$ cat src/rtl/bot_viewport_scroller.sv
// Viewport scroller: maps display-relative video coordinates onto the world map
// around the Rojobot, with offsets changing only at frame boundaries.
module bot_viewport_scroller #(
  parameter int MAP_W    = 8,
  parameter int VIEW_W   = 6,
  parameter int ADDR_W   = 11,
  parameter int MAX_STEP = 4,
  parameter int MARGIN   = 8
) (
  input  logic              clk,
  input  logic              reset,
  input  logic [MAP_W-1:0]  LocX,
  input  logic [MAP_W-1:0]  LocY,
  input  logic              loc_valid,
  input  logic              frame_sync,
  input  logic [1:0]        scroll_mode,
  input  logic [ADDR_W-1:0] vid_row,
  input  logic [ADDR_W-1:0] vid_col,
  output logic [ADDR_W-1:0] map_row,
  output logic [ADDR_W-1:0] map_col,
  output logic              in_view,
  output logic [MAP_W-1:0]  off_x,
  output logic [MAP_W-1:0]  off_y,
  output logic              busy
);

  localparam int SW   = MAP_W + 2;
  localparam int V    = 1 << VIEW_W;
  localparam int OMAX = (1 << MAP_W) - V;

  localparam logic signed [SW-1:0] HS  = SW'(V / 2);
  localparam logic signed [SW-1:0] MS  = SW'(MARGIN);
  localparam logic signed [SW-1:0] HIS = SW'(V - 1 - MARGIN);
  localparam logic signed [SW-1:0] OMS = SW'(OMAX);
  localparam logic signed [SW-1:0] STS = SW'(MAX_STEP);

  typedef enum logic [1:0] {IDLE, CALC, PEND} state_t;

  state_t state_q, state_d;
  logic [MAP_W-1:0] tgt_x_q, tgt_x_d, tgt_y_q, tgt_y_d;
  logic [MAP_W-1:0] des_x_q, des_x_d, des_y_q, des_y_d;
  logic [MAP_W-1:0] off_x_q, off_x_d, off_y_q, off_y_d;
  logic [MAP_W-1:0] cx, cy, nx, ny;
  logic [ADDR_W-1:0] map_row_q, map_row_d;
  logic [ADDR_W-1:0] map_col_q, map_col_d;
  logic in_view_q, in_view_d;

  function automatic logic [MAP_W-1:0] clamp(
    input logic signed [SW-1:0] a
  );
    if (a[SW-1])      clamp = '0;
    else if (a > OMS) clamp = OMS[MAP_W-1:0];
    else              clamp = a[MAP_W-1:0];
  endfunction

  function automatic logic [MAP_W-1:0] calc_des(
    input logic [1:0]       m,
    input logic [MAP_W-1:0] t,
    input logic [MAP_W-1:0] o
  );
    logic signed [SW-1:0] ts, os, rel;
    ts  = {2'b00, t};
    os  = {2'b00, o};
    rel = ts - os;
    case (m)
      2'b00, 2'b01: calc_des = clamp(ts - HS);
      2'b10: begin
        if (rel < MS)       calc_des = clamp(ts - MS);
        else if (rel > HIS) calc_des = clamp(ts - HIS);
        else                calc_des = o;
      end
      default: calc_des = o;
    endcase
  endfunction

  function automatic logic [MAP_W-1:0] apply_off(
    input logic [1:0]       m,
    input logic [MAP_W-1:0] d,
    input logic [MAP_W-1:0] o
  );
    logic signed [SW-1:0] diff;
    diff = $signed({2'b00, d}) - $signed({2'b00, o});
    case (m)
      2'b00, 2'b10: apply_off = d;
      2'b01: begin
        if (diff > STS)       apply_off = o + MAP_W'(MAX_STEP);
        else if (diff < -STS) apply_off = o - MAP_W'(MAX_STEP);
        else                  apply_off = d;
      end
      default: apply_off = o;
    endcase
  endfunction

  always_comb begin
    state_d = state_q;
    tgt_x_d = tgt_x_q;
    tgt_y_d = tgt_y_q;
    des_x_d = des_x_q;
    des_y_d = des_y_q;
    off_x_d = off_x_q;
    off_y_d = off_y_q;
    cx = calc_des(scroll_mode, tgt_x_q, off_x_q);
    cy = calc_des(scroll_mode, tgt_y_q, off_y_q);
    nx = apply_off(scroll_mode, des_x_q, off_x_q);
    ny = apply_off(scroll_mode, des_y_q, off_y_q);
    if (loc_valid) begin
      tgt_x_d = LocX;
      tgt_y_d = LocY;
    end
    unique case (state_q)
      IDLE: if (loc_valid) state_d = CALC;
      CALC: begin
        des_x_d = cx;
        des_y_d = cy;
        if (loc_valid)                          state_d = CALC;
        else if (cx == off_x_q && cy == off_y_q) state_d = IDLE;
        else                                    state_d = PEND;
      end
      PEND: begin
        // the frame update always uses the des already held
        if (frame_sync) begin
          off_x_d = nx;
          off_y_d = ny;
        end
        if (loc_valid) state_d = CALC;
        else if (frame_sync &&
                 (scroll_mode == 2'b11 ||
                  (nx == des_x_q && ny == des_y_q)))
          state_d = IDLE;
      end
      default: state_d = IDLE;
    endcase
  end

  always_comb begin
    in_view_d = ~|vid_row[ADDR_W-1:VIEW_W]
              & ~|vid_col[ADDR_W-1:VIEW_W];
    map_row_d = '0;
    map_col_d = '0;
    if (in_view_d) begin
      map_row_d = vid_row + {{(ADDR_W-MAP_W){1'b0}}, off_y_q};
      map_col_d = vid_col + {{(ADDR_W-MAP_W){1'b0}}, off_x_q};
    end
  end

  always_ff @(posedge clk or negedge reset) begin
    if (!reset) begin
      state_q   <= IDLE;
      tgt_x_q   <= '0;
      tgt_y_q   <= '0;
      des_x_q   <= '0;
      des_y_q   <= '0;
      off_x_q   <= '0;
      off_y_q   <= '0;
      map_row_q <= '0;
      map_col_q <= '0;
      in_view_q <= 1'b0;
    end else begin
      state_q   <= state_d;
      tgt_x_q   <= tgt_x_d;
      tgt_y_q   <= tgt_y_d;
      des_x_q   <= des_x_d;
      des_y_q   <= des_y_d;
      off_x_q   <= off_x_d;
      off_y_q   <= off_y_d;
      map_row_q <= map_row_d;
      map_col_q <= map_col_d;
      in_view_q <= in_view_d;
    end
  end

  assign map_row = map_row_q;
  assign map_col = map_col_q;
  assign in_view = in_view_q;
  assign off_x   = off_x_q;
  assign off_y   = off_y_q;
  assign busy    = (state_q != IDLE);

endmodule

$ cat config.mk
export PLATFORM = sky130hd
export DESIGN_NAME = bot_viewport_scroller
export DESIGN_NICKNAME = d
export VERILOG_FILES = /design/src/rtl/bot_viewport_scroller.sv
export SDC_FILE = /design/constraint.sdc
export NUM_CORES = 1
export LEC_CHECK = 0
export BUFFER_PORTS_ARGS = -buffer_cell sky130_fd_sc_hd__clkbuf_2
export CAP_MARGIN = 40
export CORE_MARGIN = 1
export CORE_UTILIZATION = 56
export DETAILED_ROUTE_END_ITERATION = 10
export GPL_TIMING_DRIVEN = 0
export PLACE_DENSITY = 0.86
export SLEW_MARGIN = 10
export SYNTH_ARGS = -nofsm -noshare
export SYNTH_HDL_FRONTEND = slang
export SYNTH_SLANG_ARGS = --single-unit
$ cat constraint.sdc
create_clock -name clk -period 4.2 [get_ports clk]
set_clock_uncertainty 0.15 [all_clocks]
set_input_delay 0.63 -clock clk [delete_from_list [all_inputs] [get_ports clk]]
set_output_delay 0.63 -clock clk [all_outputs]
set_load 0.1 [all_outputs]
==> metrics.md <==
| Metric | Value |
|---|---|
| Post-placement setup slack | -0.6699 ns |
| Leading area contributor after synthesis | dfrtp_1 |
| Crit path max-delay family | compound AO/OA/AOI/OAI gates |
| Hold/Removal Path Class | input port to asynchronous set/reset pin |
| Largest net degree at the start of global routing | 44 |
| Worst-Margin Slew | ~0.92 ns |
| Final number of setup-violating endpoints | 0 |
| DRC | 0 |
| Tmin final | between 4 and 5 ns |
| Syn Inst Count | 1091 |
| ANT nets after route | 0 |
| Max Fanout on Critical Path | 9 |
| PnR worst setup slack | between 0.07 and 0.08 ns |
| TritonCTS clock tree | yes |
| IO Pins | between 80 and 90 |
| Reg-to-Reg End | state_q[1]$_DFFE_PN0P_ |
| Relative slew slack | 0.3834 |
| Synth top area share | 0.2118 |
| Filler cells | roughly 1200 |
| Rows | 44 |
| Initial antenna violation count | 0 |
| Critical path startpoint category | register |
| CP max-delay cell | dfrtp_2 |
| Remaining Overflow, GRT | 0 |
| Sequential element share of the synthesized area | 0.2118 |
| Main flop type after synthesis | dfrtp_1 |
| Final Util | 0.6779 |
| First drt pass iteration count | 6 |
| Power Total | a little over 0.007 W |
| Worst skew pair latency | between 0.3 and 0.4 ns |
| Crit path DAT | between 4 and 5 ns |
| Number of nets in the layout | between 1000 and 1500 |
| Vias post-DR | between 9000 and 10000 |
| Number of buffers created by CTS | 9 |
| Worst reg2reg setup slack | a little under 0.08 ns |
| Via count of the first global-routing pass | 8827 |
| Clock root cell | clkbuf_16 |
| DIE HEIGHT | 126.1 µm |
| Pwr Density | 704.8 nW/µm² |
| Initial Util | 0.5846 |
| Gr usage total | 0.3618 |
| Final WL | ~29 mm |
| Post-CTS Hold Buffers | 0 |
| Syn Std Cell Area | about 8600 µm² |
| Synth area leaders | dfrtp_1, ha_1, nand2_1 |
| Worst Path Required | around 4.3 ns |
| LEAKAGE | 4.453 nW |
| Final instance area | approximately 10000 µm² |
| Placed Area | between 9000 and 10000 µm² |
| WL/cell | a little over 20 µm |
| Crit. End Element | register |
| Drt first-iter violations | about 1300 |
| Post-synth cell types | just over 90 |
| Tcrit/Tclk final | 0.9817 |
| Asr flop ratio synth | 1.000 |
| Yosys synthesis warning count | 0 |
| Crit Reg-Reg Startpoint | off_x[4]$_DFFE_PN0P_ |
| Worst-path clk slew | approximately 0.060 ns |
| Buffers & Inverters on Critical Path | 2 |
| Final Max Tran Viols | 0 |
| Avg Vias per Cell | around 6.8 |
| Maxcap violations | 0 |
| Worst-path cell chain | clkinvlp_4 -> ha_1 -> buf_2 -> a21o_1 -> a221oi_4 -> xnor2_2 -> nor4_4 -> a21oi_4 -> a2bb2o_1 -> a221oi_2 -> o21ai_0 -> nand4b_1 -> nor4b_4 -> o32ai_1 |
| Gpl congestion | between 1 and 1.5 |
| Crit Path Class | register to register |
| DP Wirelength | 21.43 mm |
| Port Buffers | a little over 80 |
| Yosys reg bits | 73 |
| Max stage delay on crit path | around 0.47 ns |
| Layout cells sized above 1 | 0.1782 |
| Die area | 15900 µm² |
| FMAX | between 0.2 and 0.25 GHz |
| Final Hold Fails | 0 |
| ANT cells | 0 |
| # clock sinks | between 70 and 80 |
| Number of synthesized flops with an enable pin | 0 |
| Clock buffer depth | 2 |
| Global-route wire length before repair | ~46 mm |
| Outcome | finished clean |
| Worst r2r path cells | 14 |
| Layout area overhead | 15.96% |
| VDD IR max | about 0.32 mV |
| Mean Syn Cell Area | slightly below 8 µm² |
| Horiz. Die Dim | around 130 µm |
| H-tree depth | 3 |
| Core box area | ~15000 µm² |
==> placed cells by master, fill, tap and decap left out, types with 9 or more instances in the layout <==
cell type,netlist,final
inv_1,52,48
a211oi_1,9,9
nor3_1,29,29
xor2_1,23,23
nand2b_1,12,12
dfrtp_1,73,58
clkbuf_2,0,82
o21ai_0,72,71
or3_1,10,10
o221ai_1,14,14
mux2i_1,19,17
xnor2_1,39,38
o211ai_1,14,14
clkbuf_16,0,9
a21oi_1,72,71
a21o_1,25,25
o21a_1,12,12
nor2_1,78,78
clkbuf_1,46,32
o22ai_1,12,12
and2_1,12,11
and3_1,11,11
dfrtp_2,0,13
nand2_1,97,97
ha_1,72,70
nand3_1,27,27
a22oi_1,11,10
nor4_1,15,15
buf_2,6,9
buf_4,1,35
a221oi_1,11,9
nor2b_1,15,15
o31ai_1,9,9
a31oi_1,15,15
==> state kept, by name, summed over array words and instances, names as in the netlist <==
signal and cells:
des_x_q 8, des_y_q 8, in_view 1, map_col 11, map_row 11, off_x 8, off_y 8, state_q 2
tgt_x_q 8, tgt_y_q 8
==> how the worst max path moves through the flow <==
stage                                    start                endpoint  slack (ns)  cells past startpoint
after floorplan           off_y[6]$_DFFE_PN0P_  state_q[1]$_DFFE_PN0P_      -0.007                     16
after global placement    off_y[3]$_DFFE_PN0P_  state_q[1]$_DFFE_PN0P_       -0.67                     13
after detailed placement  off_y[3]$_DFFE_PN0P_  state_q[1]$_DFFE_PN0P_       -0.67                     14
after CTS                 off_y[3]$_DFFE_PN0P_  state_q[1]$_DFFE_PN0P_       0.008                     13
after global routing      off_y[4]$_DFFE_PN0P_  state_q[1]$_DFFE_PN0P_       -0.01                     15
final                     off_x[4]$_DFFE_PN0P_  state_q[1]$_DFFE_PN0P_        0.08                     14
==> power breakdown <==
part           internal [W]  leakage [nW]  switching, W
logic               0.00193          3.40       0.00318
registers          0.000844         0.906      0.000301
clock network      0.000462         0.143      0.000328
==> stage by stage <==
stage | TNS, ns | std cells | hold slack [ns]
after floorplan | -0.006544 | 1094 | 0.1844
after global placement | -2.763 | 1359 | 0.3459
after detailed placement | -2.888 | 1361 | 0.3576
after CTS | 0 | 1373 | 0.09544
after global routing | -0.01246 | 1402 | 0.1295
final | 0 | 1402 | 0.08436
==> synthesized netlist by cell type, types with 8 or more instances <==
library cell,instances
xor2_1,23
mux2i_1,19
nor2_1,78
dfrtp_1,73
nor3_1,29
o211ai_1,14
o22ai_1,12
and3_1,11
o21ai_0,72
clkinv_1,8
ha_1,72
inv_1,52
nor4_1,15
o2111ai_1,8
a211oi_1,9
o21a_1,12
clkbuf_1,46
o221ai_1,14
a22oi_1,11
a21o_1,25
o31ai_1,9
a21oi_1,72
xnor2_1,39
a221oi_1,11
nand2b_1,12
a31oi_1,15
nand2_1,97
o32ai_1,8
mux2_2,8
nand3_1,27
nor2b_1,15
and2_1,12
or3_1,10
==> final cells by class <==
type | count | area, µm² | area share
sequential | 73 | 1851 | 0.1850
clock buffer | 10 | 229.0 | 0.02289
clock inverter | 6 | 68.82 | 0.006880
multi-input combinational | 899 | 6382 | 0.6381
buffer | 52 | 275.3 | 0.02752
timing repair buffer | 118 | 715.7 | 0.07155
tap | 184 | 230.2 | 0.02302
inverter | 60 | 250.2 | 0.02502
==> timing repair <==
action                     4_1_cts  5_1_grt
hold endpoints to repair         0        0
buffers inserted                 5       30
cloned                           0        0
gates resized for setup         13       34
pin swaps                        1        4
setup endpoints to repair       19       10
==> routing by layer <==
metal	track usage	vias up	part of all wire
met5	0	-	0
met4	0.1864	0	0.049
met3	0.06330	134	0.098
met2	0.5866	623	0.44
met1	0.4618	4382	0.41
li1	-	4332	-
==> kinds of logic (layout without fill, tap and decap cells) <==
| family | Yosys count | count (layout) | synth area share |
|---|---|---|---|
| fa+ha+maj | 78 | 78 | 0.1184 |
| mux | 27 | 27 | 0.03249 |
| other cells | 1 | 4 | 0.0004347 |
| buf+inv | 122 | 246 | 0.06136 |
| xor+xnor | 62 | 62 | 0.06295 |
| simple gates | 358 | 358 | 0.2124 |
| compound gates | 370 | 370 | 0.3003 |
| flops | 73 | 73 | 0.2118 |
Note: power is estimated with default switching activity, not from simulation.
